`src/rtl/jk_q_edge_monitor.sv`:
```
// jk_q_edge_monitor: watches the Q output of a JK flip-flop on the same clock.
// It reports each rising and falling transition as a one-cycle pulse.
// It also keeps a saturating transition count.
// It flags a stuck output after STUCK_LIMIT idle cycles.
// It flags toggle mode after TOGGLE_RUN back-to-back transitions.
// All outputs are registered.
module jk_q_edge_monitor #(
  parameter int CNT_W       = 8,
  parameter int STUCK_LIMIT = 4,
  parameter int TOGGLE_RUN  = 3
) (
  input  logic             clk,
  input  logic             reset,
  input  logic             enable,
  input  logic             clear,
  input  logic             q_in,
  output logic             rise,
  output logic             fall,
  output logic [CNT_W-1:0] edge_count,
  output logic             stuck,
  output logic             toggling,
  output logic             q_level
);

  localparam int RUN_W = $clog2(TOGGLE_RUN + 1);

  localparam logic [CNT_W-1:0] COUNT_MAX = {CNT_W{1'b1}};
  localparam logic [CNT_W-1:0] STUCK_MAX = CNT_W'(STUCK_LIMIT);
  localparam logic [RUN_W-1:0] RUN_MAX   = RUN_W'(TOGGLE_RUN);

  // INIT means no valid prior sample exists yet.
  // LOW and HIGH track the last sampled level.
  typedef enum logic [1:0] {
    INIT = 2'd0,
    LOW  = 2'd1,
    HIGH = 2'd2
  } state_t;

  state_t           state_reg;
  logic [CNT_W-1:0] stable_cnt_reg;
  logic [RUN_W-1:0] run_cnt_reg;

  // Next-value helpers for the saturating counters.
  logic             edge_seen;
  logic [CNT_W-1:0] stable_cnt_next;
  logic [RUN_W-1:0] run_cnt_next;

  // Detect a transition against the held level.
  // Compute the saturating successors of both run counters.
  always_comb begin
    edge_seen       = 1'b0;
    stable_cnt_next = stable_cnt_reg;
    run_cnt_next    = run_cnt_reg;
    if (state_reg == LOW) begin
      edge_seen = q_in;
    end else if (state_reg == HIGH) begin
      edge_seen = ~q_in;
    end
    if (stable_cnt_reg != STUCK_MAX) begin
      stable_cnt_next = stable_cnt_reg + 1'b1;
    end
    if (run_cnt_reg != RUN_MAX) begin
      run_cnt_next = run_cnt_reg + 1'b1;
    end
  end

  // FSM plus all registered outputs.
  // Priority order is reset, then clear, then enable.
  always_ff @(posedge clk) begin
    if (reset) begin
      state_reg      <= INIT;
      stable_cnt_reg <= '0;
      run_cnt_reg    <= '0;
      rise           <= 1'b0;
      fall           <= 1'b0;
      edge_count     <= '0;
      stuck          <= 1'b0;
      toggling       <= 1'b0;
      q_level        <= 1'b0;
    end else if (clear) begin
      // q_level deliberately holds across a soft clear.
      state_reg      <= INIT;
      stable_cnt_reg <= '0;
      run_cnt_reg    <= '0;
      rise           <= 1'b0;
      fall           <= 1'b0;
      edge_count     <= '0;
      stuck          <= 1'b0;
      toggling       <= 1'b0;
    end else if (!enable) begin
      // Frozen: only the pulses are dropped, so they never stretch.
      rise <= 1'b0;
      fall <= 1'b0;
    end else if (state_reg == INIT) begin
      // The first sample only establishes the reference level.
      rise      <= 1'b0;
      fall      <= 1'b0;
      q_level   <= q_in;
      state_reg <= q_in ? HIGH : LOW;
    end else if (edge_seen) begin
      rise           <= q_in;
      fall           <= ~q_in;
      q_level        <= q_in;
      state_reg      <= q_in ? HIGH : LOW;
      if (edge_count != COUNT_MAX) begin
        edge_count <= edge_count + 1'b1;
      end
      stable_cnt_reg <= '0;
      stuck          <= 1'b0;
      run_cnt_reg    <= run_cnt_next;
      toggling       <= (run_cnt_next == RUN_MAX);
    end else begin
      rise           <= 1'b0;
      fall           <= 1'b0;
      run_cnt_reg    <= '0;
      toggling       <= 1'b0;
      stable_cnt_reg <= stable_cnt_next;
      stuck          <= stuck | (stable_cnt_next == STUCK_MAX);
    end
  end

endmodule
```
`config.mk`:
```
export PLATFORM = sky130hd
export DESIGN_NAME = jk_q_edge_monitor
export DESIGN_NICKNAME = d
export VERILOG_FILES = /design/src/rtl/jk_q_edge_monitor.sv
export SDC_FILE = /design/constraint.sdc
export NUM_CORES = 1
export LEC_CHECK = 0
export ABC_AREA = 0
export ABC_CLOCK_PERIOD_IN_PS = 2100
export CORE_MARGIN = 2
export CORE_UTILIZATION = 54
export DETAILED_ROUTE_END_ITERATION = 8
export GPL_ROUTABILITY_DRIVEN = 0
export PLACE_DENSITY = 0.78
export SYNTH_ARGS = -nofsm -noshare
export SYNTH_HDL_FRONTEND = slang
export SYNTH_SLANG_ARGS = --single-unit
export TNS_END_PERCENT = 1
```
`constraint.sdc`:
```
create_clock -name clk -period 2.1 [get_ports clk]
set_input_delay 0.21 -clock clk [delete_from_list [all_inputs] [get_ports clk]]
set_output_delay 0.21 -clock clk [all_outputs]
set_load 0.03 [all_outputs]
```
==> metrics.md <==
| Metric | Value |
|---|---|
| Overflow after GRT | `0` |
| Fin area | `1570 sq um` |
| Synth cell types | `48` |
| Leakage | `0.477 nW` |
| Final hold violations | `0` |
| Tcrit/Tclk final | `87.1%` |
| Top FF cell, synth | `dfxtp_1` |
| Cell count after synthesis | `164` |
| FF-to-FF setup slack | `0.27 ns` |
| Pwr dens | `496 nW/um^2` |
| Placed cell count | `204` |
| Via density | `6.31` |
| CTS root buf | `clkbuf_4` |
| WHS | `0.443 ns` |
| Most numerous cell in the Yosys netlist | `dfxtp_1` |
| CP Cell Sequence | `inv_1 > ha_1 > or4bb_1 > o211ai_2 > o22ai_1 > and2_1` |
| Die extent in y | `54.2 um` |
| CTS tree | `done` |
| Initial DRC Count | `38` |
| Num CTS Buffers | `3` |
| Commonest cells post-synth | `dfxtp_1, a21oi_1, nand2_1, nor2_1, nand3_1` |
| Area Growth Syn to Fin | `15.3%` |
| Via count | `1313` |
| Slew HR | `69.4%` |
| Syn_nets | `172` |
| Max-slew violation count | `0` |
| Kind of critical path | `flip-flop to flip-flop` |
| Synth top area share | `36.8%` |
| Worst EP required | `2.35 ns` |
| Worst-Skew Late Latency | `0.34 ns` |
| Total Wirelength | `3030 um` |
| Mapped Area | `1360 sq um` |
| Clock Path Buffers | `2` |
| DP HPWL | `2200 um` |
| Synth Warn # | `0` |
| Pre-Repair DR Iteration Count | `4` |
| PortBufs | `17` |
| CTS sink count | `25` |
| Post-CTS Setup Bufs | `0` |
| Layout Cells excl Fill | `208` |
| Status | `finished, final reports clean` |
| Pin count of the biggest net entering global routing | `24` |
| Starting Density | `55.9%` |
| Avg Cell Area, Syn | `8.29 sq um` |
| Fmax | `546 MHz` |
| Crit path max-delay cell type | `or4bb_1` |
| WP data arrival | `2.08 ns` |
| Area after DPL | `1540 sq um` |
| Slew @ Worst Pin | `0.459 ns` |
| Final ANT Viol Nets | `0` |
| First-pass GRT wire length | `5220 um` |
| Setup-failing EPs final | `0` |
| Peak supply drop | `326 uV` |
| Die ar. | `2940 sq um` |
| Wire per inst | `14.6 um` |
| #FFs+latches synth | `25` |
| # rows | `18` |
| Number of antenna violations at the first check in global routing | `0` |
| Max_cap viols | `0` |
| Cts repair resizes | `0` |
| Nets | `187` |
| Vias in the first global route | `1200` |
| Final min period | `1.83 ns` |
| Worst Hold Class | `input pin to flip-flop` |
| Clk pin slew, worst setup/hold paths | `0.16 ns` |
| Total GRT Usage | `24.1%` |
| Async S/R FF share, synth | `0%` |
| Post-route setup TNS | `0 ns` |
| Chip width | `54.2 um` |
| Post-synthesis sequential area ratio | `36.8%` |
| # DRC | `0` |
| # IOs | `18` |
| Post-synth EDFFs | `0` |
| Hold Buf Count CTS | `0` |
| Clock Skew | `0.00827 ns` |
| CP startpoint kind | `flip-flop` |
| CP max FO | `5` |
| ANT cells | `0` |
| H-tree Lvls | `1` |
| Largest cells by area after synthesis | `dfxtp_1, a21oi_1, nand3_1` |
| Layout cell share with drive strength beyond 1 | `8.99%` |
| RSZ-0062 raised after global routing | `no` |
| Biggest area consumer among synthesized cells | `dfxtp_1` |
| Worst Setup End Kind | `flip-flop` |
| Core Util, Final | `64.5%` |
| CP peak stage delay | `0.55 ns` |
| Core Footprint | `2430 sq um` |
==> stage by stage <==
step                power (mW)  worst slack [ns]
global route             0.805            0.0800
CTS                      0.782             0.274
finish                   0.777             0.270
detailed placement       0.544             0.114
global placement         0.543             0.202
floorplan                0.522             0.322
==> worst max-delay path: cells and delay by family, from the launching register on <==
kind	cells	cell delay (ns)
AO/OA/AOI/OAI	2	0.38
adder cells (fa/ha/maj)	1	0.17
buffers and inverters	1	0.11
flip-flops	1	0.39
AND/OR/NAND/NOR	2	0.71
==> path summary, 6_finish.rpt <==
kind	startpoint	to	depth (start not counted)
setup / recovery	stable_cnt_reg[0]	stable_cnt_reg[1]	6
hold / removal	reset	q_level	2
setup reg to reg	stable_cnt_reg[0]	stable_cnt_reg[1]	6
hold reg to reg	run_cnt_reg[0]	run_cnt_reg[0]	2
==> final cells by class <==
class	count	area, sq um
repair buffers	20	193
clock buffers	3	22.5
multi-input cells	121	776
inverters	8	30.0
clock inverters	1	8.76
flip-flops and latches	25	500
fillers	223	865
well taps	30	37.5
==> logic make-up after synthesis <==
kind of cell	synth area share, %
simple gates	28.4
compound gates	24.2
flops	36.8
buf+inv	6.16
fa+ha+maj	2.76
mux	1.66
==> layout by cell type (no fill, tap or decap), types with 2 or more instances in the layout <==
cell type,count
dfxtp_1,25
clkdlybuf4s50_1,17
a21oi_1,14
nand2_1,10
nor2_1,10
nand3_1,9
inv_1,8
o21ai_0,8
nor3_1,7
or4_1,6
o31ai_1,5
or3_1,4
a22oi_1,4
nor4_1,3
and2_1,3
a31oi_1,3
ha_1,3
clkbuf_4,3
buf_4,3
mux2_2,2
o22ai_1,2
o21a_1,2
nand2b_1,2
==> per-layer routing <==
metal | vias to the layer above | GRT usage, % | share of wire (%)
met5 | - | 0 | 0
met3 | 7 | 2.50 | 3.8
met4 | 0 | 11.7 | 2.0
li1 | 652 | - | -
met2 | 32 | 38.6 | 47
met1 | 622 | 32.3 | 47
==> power breakdown <==
group | leakage [nW] | internal [mW] | total (mW) | switching [mW]
Sequential | 0.202 | 0.478 | 0.481 | 0.00345
Combinational | 0.257 | 0.0222 | 0.0537 | 0.0315
Clock | 0.0183 | 0.0778 | 0.242 | 0.164
Total | 0.477 | 0.578 | 0.777 | 0.199
No activity file was read; power rests on OpenSTA's default activity.
